File: config.mk
export PLATFORM = sky130hd
export DESIGN_NAME = regfile_mp
export DESIGN_NICKNAME = d
export VERILOG_FILES = /design/src/rtl/regfile_pkg.sv /design/src/rtl/regfile_rdport.sv /design/src/rtl/regfile_mp.sv
export SDC_FILE = /design/constraint.sdc
export NUM_CORES = 1
export LEC_CHECK = 0
export CAP_MARGIN = 20
export CORE_UTILIZATION = 25
export CTS_CLUSTER_SIZE = 16
export DETAILED_ROUTE_END_ITERATION = 16
export PLACE_DENSITY_LB_ADDON = 0.2
export SYNTH_ARGS = -nofsm -noshare
export SYNTH_HDL_FRONTEND = slang
export SYNTH_SLANG_ARGS = --single-unit
File: constraint.sdc
create_clock -name clk -period 4.5 [get_ports clk]
set_clock_uncertainty 0.05 [all_clocks]
set_input_delay 0.45 -clock clk [delete_from_list [all_inputs] [get_ports clk]]
set_output_delay 0.45 -clock clk [all_outputs]
set_load 0.01 [all_outputs]
File: src/rtl/regfile_pkg.sv
// Shared types and helpers for the parametrised multi-port register file.
package regfile_pkg;

    typedef enum logic {
        ST_CLEAR = 1'b0,
        ST_IDLE  = 1'b1
    } rf_state_e;

    localparam int unsigned RF_DATA_W   = 32;
    localparam int unsigned RF_ADDR_W   = 5;
    localparam int unsigned RF_NRD_MAX  = 4;
    localparam int unsigned RF_ADDR_MAX = 16;
    localparam int unsigned RF_RBUS_W   = RF_NRD_MAX * RF_ADDR_MAX;

    // Extract the aw-bit read address of port idx from a zero-extended packed bus.
    function automatic logic [RF_ADDR_MAX-1:0] port_addr(
        input logic [RF_RBUS_W-1:0] bus,
        input int unsigned          idx,
        input int unsigned          aw
    );
        logic [RF_RBUS_W-1:0]   shifted;
        logic [RF_ADDR_MAX-1:0] mask;
        shifted = bus >> (idx * aw);
        mask    = RF_ADDR_MAX'((32'd1 << aw) - 32'd1);
        return shifted[RF_ADDR_MAX-1:0] & mask;
    endfunction

endpackage

File: src/rtl/regfile_rdport.sv
// One registered read port: enable, hardwired-zero register, optional write bypass.
module regfile_rdport
    import regfile_pkg::*;
#(
    parameter int unsigned DATA_W   = RF_DATA_W,
    parameter int unsigned ADDR_W   = RF_ADDR_W,
    parameter int unsigned ZERO_REG = 1,
    parameter int unsigned BYPASS   = 1
) (
    input  logic              clk,
    input  logic              rst_n,
    input  logic              idle,
    input  logic              clear_req,
    input  logic              ren,
    input  logic [ADDR_W-1:0] raddr,
    input  logic [DATA_W-1:0] mem_rdata,
    input  logic              wr_valid,
    input  logic [ADDR_W-1:0] waddr,
    input  logic [DATA_W-1:0] wdata,
    output logic [DATA_W-1:0] rdata
);

    logic [DATA_W-1:0] rdata_d;
    logic [DATA_W-1:0] rdata_q;

    always_comb begin
        rdata_d = rdata_q;
        if (idle && ren) begin
            if (clear_req) begin
                rdata_d = '0;
            end else if ((ZERO_REG != 0) && (raddr == '0)) begin
                rdata_d = '0;
            end else if ((BYPASS != 0) && wr_valid && (waddr == raddr)) begin
                // wr_valid already excludes register-0 drops, so those never forward
                rdata_d = wdata;
            end else begin
                rdata_d = mem_rdata;
            end
        end
    end

    always_ff @(posedge clk or negedge rst_n) begin
        if (!rst_n) begin
            rdata_q <= '0;
        end else begin
            rdata_q <= rdata_d;
        end
    end

    assign rdata = rdata_q;

endmodule

File: src/rtl/regfile_mp.sv
// Multi-read-port register file with zero register, bypass and a hardware clear sweep.
module regfile_mp
    import regfile_pkg::*;
#(
    parameter int unsigned DATA_W   = RF_DATA_W,
    parameter int unsigned ADDR_W   = RF_ADDR_W,
    parameter int unsigned NRD      = 2,
    parameter int unsigned ZERO_REG = 1,
    parameter int unsigned BYPASS   = 1
) (
    input  logic                  clk,
    input  logic                  rst_n,
    input  logic                  clear_req,
    output logic                  busy,
    input  logic [NRD-1:0]        ren,
    input  logic [NRD*ADDR_W-1:0] raddr,
    output logic [NRD*DATA_W-1:0] rdata,
    input  logic                  we,
    input  logic [ADDR_W-1:0]     waddr,
    input  logic [DATA_W-1:0]     wdata
);

    localparam int unsigned DEPTH = 1 << ADDR_W;

    rf_state_e         state_d, state_q;
    logic [ADDR_W-1:0] ptr_d, ptr_q;
    logic              busy_d, busy_q;

    logic [DATA_W-1:0] mem_q [DEPTH];
    logic              mem_we;
    logic [ADDR_W-1:0] mem_waddr;
    logic [DATA_W-1:0] mem_wdata;

    logic              idle;
    logic              wr_valid;
    logic [RF_RBUS_W-1:0] raddr_ext;

    assign idle      = (state_q == ST_IDLE);
    assign wr_valid  = idle && !clear_req && we && !((ZERO_REG != 0) && (waddr == '0));
    assign raddr_ext = RF_RBUS_W'(raddr);

    always_comb begin
        state_d = state_q;
        ptr_d   = ptr_q;
        busy_d  = busy_q;
        case (state_q)
            ST_CLEAR: begin
                ptr_d = ptr_q + 1'b1;
                if (ptr_q == '1) begin
                    state_d = ST_IDLE;
                    busy_d  = 1'b0;
                end
            end
            ST_IDLE: begin
                if (clear_req) begin
                    state_d = ST_CLEAR;
                    ptr_d   = '0;
                    busy_d  = 1'b1;
                end
            end
            default: begin
                state_d = ST_CLEAR;
                ptr_d   = '0;
                busy_d  = 1'b1;
            end
        endcase
    end

    always_ff @(posedge clk or negedge rst_n) begin
        if (!rst_n) begin
            state_q <= ST_CLEAR;
            ptr_q   <= '0;
            busy_q  <= 1'b1;
        end else begin
            state_q <= state_d;
            ptr_q   <= ptr_d;
            busy_q  <= busy_d;
        end
    end

    // The sweep and functional writes share the single array write port.
    always_comb begin
        mem_we    = 1'b0;
        mem_waddr = waddr;
        mem_wdata = wdata;
        if (state_q == ST_CLEAR) begin
            mem_we    = 1'b1;
            mem_waddr = ptr_q;
            mem_wdata = '0;
        end else if (wr_valid) begin
            mem_we = 1'b1;
        end
    end

    always_ff @(posedge clk) begin
        if (mem_we) begin
            mem_q[mem_waddr] <= mem_wdata;
        end
    end

    for (genvar gi = 0; gi < NRD; gi++) begin : g_rd
        logic [ADDR_W-1:0] port_raddr;
        logic [DATA_W-1:0] port_mem;

        assign port_raddr = ADDR_W'(port_addr(raddr_ext, gi, ADDR_W));
        assign port_mem   = mem_q[port_raddr];

        regfile_rdport #(
            .DATA_W   (DATA_W),
            .ADDR_W   (ADDR_W),
            .ZERO_REG (ZERO_REG),
            .BYPASS   (BYPASS)
        ) u_rdport (
            .clk       (clk),
            .rst_n     (rst_n),
            .idle      (idle),
            .clear_req (clear_req),
            .ren       (ren[gi]),
            .raddr     (port_raddr),
            .mem_rdata (port_mem),
            .wr_valid  (wr_valid),
            .waddr     (waddr),
            .wdata     (wdata),
            .rdata     (rdata[gi*DATA_W +: DATA_W])
        );
    end

    assign busy = busy_q;

endmodule

After elaboration in Yosys (flattened, before gate mapping)
Memory sizes are Yosys's and may differ from the RTL's.
Index checks and enable logic that the tools add are counted.
{"block": "word_totals", "output_inout_bits": 65, "inputBits": 53, "word_cells": 46, "mem_bits_rw": 1024, "n_memories": 1, "ff_bits": 71}
{"name": "mem_q", "depth": 32, "width": 32, "read_ports": 2, "rd_clocked_by_memory_dff": 0, "write_ports": 1, "line_no": "regfile_mp.sv:29", "rtl": "logic [DATA_W-1:0] mem_q [DEPTH];"}
{"block": "classes", "bitwise_logic": 1, "eq_ne": 5, "n_addsub": 1, "muxes": 20, "n_reduce_logical": 13}
{"operator": "$mux 32", "count": 7}
{"operator": "$logic_not 5->1", "count": 3}
{"operator": "$eq 5x5->1", "count": 2}
{"operator": "$mux 5", "count": 2}
{"operator": "$pmux 5 s2", "count": 1}
{"operator": "$mux 1", "count": 8}
{"operator": "$logic_and 1x1->1", "count": 7}
{"operator": "$add 5x1->5 const B", "count": 1}
{"operator": "$eq 5x5->1 const B", "count": 1}
{"operator": "$ne 2x2->1 const B", "count": 2}
{"operator": "$pmux 1 s2", "count": 2}
{"operator": "$logic_not 1->1", "count": 2}
{"operator": "$reduce_and 2->1", "count": 1}
{"operator": "$not 1->1", "count": 1}

Longest topological paths before layout
Gate-level depths: netlist (run 1).
{"block": "depth", "word_depth": 8, "ltp_mapped": 10, "mapped_depth_nobuf": 5}

Modules after synthesis
From an unflattened synthesis (run 1), not the netlist that was laid out.
{"block": "hier_totals", "cells_unflattened": 3861, "hier_area_um2": 53133.5}
{"mod": "regfile_mp", "seq_area_each_um2": 30925.9, "area_per_inst_um2": 49407.4, "cells_each": 3477, "n_inst": 1}
{"mod": "regfile_rdport", "seq_area_each_um2": 800.8, "area_per_inst_um2": 1863.0, "cells_each": 192, "n_inst": 2}

Worst setup path after synthesis (run 1)
Ideal clock, no wire load.
{"block": "synth_path", "path_kind": "input -> register", "from": "input port waddr[1]", "to": "memory mem_q[0][0] (netlist bit) (enable)", "arrival_time_ns": 2.597, "path_buffers": 1, "setup_slack_ns": 1.432, "t_required_ns": 4.029, "setup_ns": 0.421, "stages": 6, "path_cell_list": "clkbuf_1 -> or4_1 -> o21ai_1 -> nor3_1 -> a21oi_1 -> nor2_1"}
{"block": "synth_between", "elab_chain_cells": 7, "word_cells_on_any_way": 8, "classes_between": "5 x mux; 3 x reduce/logical"}
{"item": "start, declared", "line_no": "regfile_mp.sv:19", "rtl": "input logic [ADDR_W-1:0] waddr,"}
{"item": "$logic_not 5->1", "line_no": "regfile_mp.sv:39", "rtl": "assign wr_valid = idle && !clear_req && we && !((ZERO_REG != 0) && (waddr == '0));"}
{"item": "$logic_not 1->1", "line_no": "regfile_mp.sv:39"}
{"item": "$logic_and 1x1->1", "line_no": "regfile_mp.sv:39"}
{"item": "$mux 1", "line_no": "regfile_mp.sv:90", "rtl": "end else if (wr_valid) begin"}
{"item": "$mux 1", "line_no": "regfile_mp.sv:86", "rtl": "if (state_q == ST_CLEAR) begin"}
{"item": "$mux 1", "line_no": "regfile_mp.sv:96", "rtl": "if (mem_we) begin"}
{"item": "$mux 1 (implied by the code)", "line_no": "regfile_mp.sv:97", "rtl": "mem_q[mem_waddr] <= mem_wdata;"}
{"item": "end, declared", "line_no": "regfile_mp.sv:29"}
Parallel ways exist; a longest one is shown, timed or not.

Final worst setup path (run 1)
{"block": "layout_path", "from": "register state_q (netlist: idle)", "to": "memory mem_q[4][15] (netlist bit) (enable)"}
{"block": "layout_between", "elab_chain_cells": 7, "word_cells_on_any_way": 8, "classes_between": "5 x mux; 3 x reduce/logical"}
{"item": "start, declared", "line_no": "regfile_mp.sv:25", "rtl": "rf_state_e state_d, state_q;"}
{"item": "start signal, assigned", "line_no": "regfile_mp.sv:75", "rtl": "state_q <= state_d;"}
{"item": "$logic_and 1x1->1 (3 in series)", "line_no": "regfile_mp.sv:39"}
{"item": "$mux 1", "line_no": "regfile_mp.sv:90"}
{"item": "$mux 1", "line_no": "regfile_mp.sv:86"}
{"item": "$mux 1", "line_no": "regfile_mp.sv:96"}
{"item": "$mux 1 (implied by the code)", "line_no": "regfile_mp.sv:97"}
Parallel ways exist; a longest one is shown, timed or not.

==> reports/metrics.yaml, run 1 <==
clock_tree:
  cts_buffers: 121
  clk_latency_ns: 0.77
  path_clk_slew_ns: 0.06
  post_cts_buffers: 0
  clock_path_buffers: 3
  root_buffer: "clkbuf_16"
  cts_htree_levels: 3
  clkSinkCount: 1095
  cts_tree: "built"
synthesis:
  syn_area_um2: 50800
  syn_nets: 3100
  syn_avg_cell_area_um2: 16.7
  yosysWarnings: 0
  synth-seq-cells: 1095
  synth_area_leader_cell: "edfxtp_1"
  synth-edff-count: 1024
  seq_area_frac_synth: 0.640
  ys_top_cells_by_count: "edfxtp_1, mux2i_1, a22oi_1, mux4_2, clkbuf_1"
  yosysMostFrequentCell: "edfxtp_1"
  synth.area.top_cells: "edfxtp_1, mux2i_1, mux4_2"
  netlist_instances: 3045
  synth_ff_type: "edfxtp_1"
  ys_types: 53
  synth_top_cell_area_share: 0.605
  synthArstFlopShare: 0.0648
grt:
  grt_overflow_total: 0
  antenna_found_initial: 3
  grt_max_degree: 110
  grt_use_total: 0.185
  grt_pass1_vias: 32500
  grt_pass1_wl_um: 266000
drt:
  wl_per_cell_um: 32.4
  routed_wl_um: 194000
  ant_nets: 0
  drc: 0
  drtIter0Drc: 2638
  vias: 31400
  drtPass1Iterations: 7
  vias_per_cell: 5.26
power:
  power_density_nw_per_um2: 500
  p_seq_frac: 0.453
  ir_drop_mv: 0.342
  switching_share: 0.290
  clockPowerShare: 0.354
  p_leak_nw: 20.8
  switching_power_mw: 8.82
  internal_power_mw: 21.5
  p_comb_frac: 0.192
timing:
  setup_viol: 0
  setup_tns_ns: 0
  fin_crit_sh: 0.698
  rsz0062_at_grt: "false"
  hold_violations: 0
  fin_crit_ns: 3.14
  tightest_slew_ns: 1.09
  max_slew_margin: 0.271
  final_max_slew_viol_count: 0
  clock.fmax_ghz: 0.318
  hold-worst-slack_ns: 0.217
critical_path:
  crit_required_ns: 4.86
  start_kind: "flop"
  path_max_fanout: 19
  critPathKind: "reg -> reg"
  worstSetupEndpointType: "flop"
  crit_arrival_ns: 3.50
run:
  max-cap-violations: 0
placement:
  port_buffers: 117
  gp_congestion: 0.781
  dp_hpwl_um: 109000
floorplanning:
  pin_count: 118
  die_x_um: 453
  initial_core_util: 0.251
  die_h_um: 453
  num_rows: 165
  die_area_um2: 205000
  core_um2: 202000
outcome:
  status: "finished clean"
finish:
  drive_above_1_share: 0.201
  area_delta_synth_final_pct: 19.6
  nets: 3247
min_path:
  min_path_type: "in -> async"
power groups by stage:
stage | clock network, mW | registers [mW] | logic, mW
2_1_floorplan | 0 | 13.8 | 2.73
4_1_cts | 11.0 | 13.8 | 5.86
3_3_place_gp | 0 | 14.0 | 5.82
3_5_place_dp | 0 | 14.0 | 5.84
5_1_grt | 11.3 | 13.9 | 6.15
6_report | 10.8 | 13.8 | 5.84
layer usage:
metal	global-route usage	share of wire
met5	0	0.000046
met4	0.0552	0.030
met3	0.0221	0.043
met2	0.325	0.50
met1	0.239	0.42
cell usage in the layout (no fill, tap or decap), types with 9 or more instances in the layout:
| cell | count |
|---|---|
| a2111oi_1 | 23 |
| a221o_1 | 64 |
| a221oi_1 | 32 |
| a22o_1 | 35 |
| a22oi_1 | 256 |
| a41oi_1 | 32 |
| and2_1 | 32 |
| buf_12 | 40 |
| buf_4 | 111 |
| bufinv_16 | 19 |
| clkbuf_1 | 20 |
| clkbuf_16 | 123 |
| clkbuf_8 | 19 |
| clkdlybuf4s50_1 | 110 |
| clkinv_2 | 25 |
| clkinvlp_4 | 9 |
| dfrtp_1 | 69 |
| edfxtp_1 | 1024 |
| mux2_2 | 33 |
| mux2i_1 | 641 |
| mux4_2 | 192 |
| nand2_1 | 14 |
| nand3_1 | 131 |
| nor2_4 | 35 |
| nor4_1 | 32 |
| o221ai_1 | 32 |
| o22ai_1 | 32 |
| xnor2_1 | 10 |
cells by family after synthesis:
| family | Yosys count | share of synthesized area |
|---|---|---|
| flops | 1095 | 0.640 |
| buf+inv | 266 | 0.0243 |
| xor+xnor | 12 | 0.00207 |
| fa+ha+maj | 2 | 0.000493 |
| simple gates | 272 | 0.0279 |
| mux | 866 | 0.219 |
| compound gates | 532 | 0.0861 |
sequential cells by signal (all words and copies together) (netlist names):
register / count
g_rd.u_rdport.rdata: 64
mem_q: 1024
ptr_q: 5
busy: 1
idle: 1
critical path: stages (launching register included):
cell,delay [ns]
dfrtp_2,0.51
and3b_1,0.28
o21ai_1,0.09
buf_4,0.17
nor3_1,0.17
a21oi_2,0.18
nor2_4,0.88
buf_4,0.43
final cells by class:
class	count	area (um2)
Fill cell	19800	141000
Sequential cell	1095	32500
Multi-Input combinational cell	1684	17400
Clock buffer	162	3410
Tap cell	2672	3340
Timing Repair Buffer	281	3110
Clock inverter	70	905
Inverter	9	35.0
Antenna cell	2	5.00
per-stage QoR:
step	utilization	instance area (um2)	power, mW	setup slack, ns	cells
2_1_floorplan	-	50800	16.5	1.43	3045
3_3_place_gp	0.278	56100	19.8	0.759	5726
3_5_place_dp	0.278	56200	19.8	0.812	5729
4_1_cts	0.299	60500	30.6	1.26	5962
5_1_grt	0.301	60700	31.4	1.22	5975
6_report	0.301	60700	30.4	1.36	5975
timing repair:
action / in CTS / in global routing
endpoints found under the hold margin: 30 / 0
hold buffers: 1 / 0
resized for setup: 0 / 0
path summary, 6_finish.rpt:
check | cells after the start | endpoint | slack, ns | from
max | 7 | mem_q[4][15] | 1.36 | idle
min | 2 | g_rd[0].u_rdport.rdata[28] | 0.22 | rst_n
max reg2reg | 7 | mem_q[4][15] | 1.36 | idle
min reg2reg | 1 | g_rd[0].u_rdport.rdata[6] | 0.47 | g_rd[0].u_rdport.rdata[6]
max in group asynchronous | 3 | busy | 3.35 | rst_n
min in group clk | 2 | g_rd[0].u_rdport.rdata[0] | 0.30 | wdata[0]
Power figures use the tool's default switching activity.
==> inputs of run 2 (changes only) <==
==> constraint.sdc (replaced) <==
create_clock -name clk -period 2.7 [get_ports clk]
set_clock_uncertainty 0.05 [all_clocks]
set_input_delay 0.27 -clock clk [delete_from_list [all_inputs] [get_ports clk]]
set_output_delay 0.27 -clock clk [all_outputs]
set_load 0.01 [all_outputs]
==> reports/metrics.yaml, run 2 (synthesis results as in run 1) <==
power:
  ir_drop_mv: 0.496  # was 0.342 mV
  power_density_nw_per_um2: 798  # was 500 nW/um2
  p_leak_nw: 22.0  # was 20.8 nW
finish:
  largest_reg_flops: 1024  # unchanged
  nFillCells: 19500  # was 19800
  top_register: "mem_q"  # unchanged
  final_common_cell: "edfxtp_1"  # unchanged
  multi_input_area_um2: 17400  # about the same
  drive_above_1_share: 0.239  # was 0.201
  layout.area.seq_um2: 32500  # about the same
  final_cell_mix: "edfxtp_1, mux2i_1, a22oi_1"  # unchanged
  area_delta_synth_final_pct: 24.8  # was 19.6%
  nets: 3456  # was 3247
  final_cells: 6180  # was 5975
drt:
  vias_per_cell: 5.28  # was 5.26
  drtPass1Iterations: 6  # was 7
  wl_per_cell_um: 33.0  # was 32.4 um
  drc: 0  # unchanged
  vias: 32600  # was 31400
  drtIter0Drc: 3111  # was 2638
  routed_wl_um: 204000  # was 194000 um
  ant_nets: 0  # unchanged
placement:
  place_inst: 5941  # was 5729
  port_buffers: 117  # unchanged
  dp_hpwl_um: 126000  # was 109000 um
  dp_slack_ns: -0.284  # was 0.812 ns
  gp_congestion: 0.804  # was 0.781
grt:
  grt_overflow_total: 0  # unchanged
  use_met1: 0.256  # was 0.239
  grt_pass1_vias: 33100  # was 32500
  use_met3: 0.0241  # was 0.0221
  grt_use_total: 0.195  # was 0.185
  grt-busiest-layer: "met2"  # unchanged
  grt_pass1_wl_um: 278000  # was 266000 um
  antenna_found_initial: 7  # was 3
  grt_max_degree: 64  # was 110
  grt_use_met2: 0.336  # was 0.325
critical_path:
  path_max_fanout: 12  # was 19
  reg2reg_depth: 6  # was 7
  worstReg2RegStart: "idle"  # unchanged
  crit_required_ns: 3.10  # was 4.86 ns
  cpPeakStageDelay_ns: 0.52  # was 0.88 ns
  crit_top_cell: "buf_4"  # unchanged
  r2r_slack_ns: 0.21  # was 1.36 ns
  cp.depth: 6  # was 7
  crit_family: "buffers and inverters"  # was simple AND/OR/NAND/NOR gates
  crit_chain: "buf_4, mux2i_1, buf_4, nand2_1, nor2_4, buf_4"  # was and3b_1, o21ai_1, buf_4, nor3_1, a21oi_2, nor2_4, buf_4
  critPathCapture: "mem_q[16][11]"  # was mem_q[4][15]
  crit_start: "idle"  # unchanged
  critPathKind: "reg -> reg"  # unchanged
  crit_arrival_ns: 2.89  # was 3.50 ns
  cp_num_buf_inv: 3  # was 2
  worstSetupEndpointType: "flop"  # unchanged
  start_kind: "flop"  # unchanged
  critPathSlowestCell: "dfrtp_4"  # was nor2_4
  reg2reg_to: "mem_q[16][11]"  # was mem_q[4][15]
timing:
  hold-worst-slack_ns: 0.0772  # was 0.217 ns
  clock.fmax_ghz: 0.402  # was 0.318 GHz
  setup_viol: 0  # unchanged
  fin_crit_sh: 0.921  # was 0.698
  rsz0062_at_grt: "false"  # unchanged
  fin_crit_ns: 2.49  # was 3.14 ns
  tightest_slew_ns: 1.08  # was 1.09 ns
  hold_violations: 0  # unchanged
  final_max_slew_viol_count: 0  # unchanged
  fin_ws_ns: 0.212  # was 1.36 ns
  max_slew_margin: 0.283  # was 0.271
  setup_tns_ns: 0  # unchanged
clock_tree:
  cts_resized: 0  # unchanged
  post_cts_buffers: 0  # unchanged
  cts_htree_levels: 3  # unchanged
  cts_buffers: 120  # was 121
  root_buffer: "clkbuf_16"  # unchanged
  clkSinkCount: 1095  # unchanged
  path_clk_slew_ns: 0.06  # about the same
  cts_hold_buf: 2  # was 1
  clk_latency_ns: 0.78  # was 0.77 ns
  cts_tree: "built"  # unchanged
  clock_path_buffers: 3  # unchanged
outcome:
  status: "finished clean"  # unchanged
floorplanning:
  core_um2: 202000  # unchanged
  die_x_um: 453  # unchanged
  num_rows: 165  # unchanged
  die_area_um2: 205000  # unchanged
  initial_core_util: 0.251  # unchanged
  die_h_um: 453  # unchanged
  pin_count: 118  # unchanged
min_path:
  min_path_type: "in -> async"  # unchanged
run:
  max-cap-violations: 0  # unchanged
run 2: metal layers:
metal / share of wire / vias up
li1: - / 13600
met1: 0.42 / 17700
met2: 0.50 / 1071
met3: 0.049 / 273
met4: 0.028 / 0
met5: 0 / -
run 2: where the power goes:
part	total (mW)	leakage (nW)	internal [mW]	switching, mW
combinational	11.2	9.69	4.57	6.66
clock	16.2	1.87	9.10	7.14
sequential	23.1	10.4	21.6	1.46
total	50.6	22.0	35.3	15.3
run 2: final cells by class:
cell class / count / area share
Multi-Input combinational cell: 1684 / 0.274
Antenna cell: 3 / 0.000118
Clock buffer: 158 / 0.0512
Timing Repair Buffer: 491 / 0.0993
Clock inverter: 68 / 0.00860
Inverter: 9 / 0.000533
Sequential cell: 1095 / 0.513
Tap cell: 2672 / 0.0527
run 2: stage by stage:
stage                     utilization  instance area (um2)  power, mW
after floorplan                     -                50800       27.6
after global placement          0.294                59400       34.7
after detailed placement        0.294                59400       34.8
after CTS                       0.313                63200       51.0
after global routing            0.314                63400       52.2
final                           0.314                63400       50.6
run 2: how the worst min path moves through the flow:
stage / from / endpoint / depth (start not counted)
after global routing: rst_n / g_rd[0].u_rdport.rdata[30] / 3
after detailed placement: rst_n / g_rd[1].u_rdport.rdata[30] / 1
after floorplan: rst_n / g_rd[0].u_rdport.rdata[0] / 0
after global placement: rst_n / g_rd[1].u_rdport.rdata[30] / 1
final: rst_n / g_rd[0].u_rdport.rdata[30] / 3
after CTS: rst_n / g_rd[1].u_rdport.rdata[31] / 3
run 2: tightest hold or removal path, stage by stage:
cell	delay, ns
dlygate4sd3_1	0.53
buf_4	0.19
buf_12	0.28
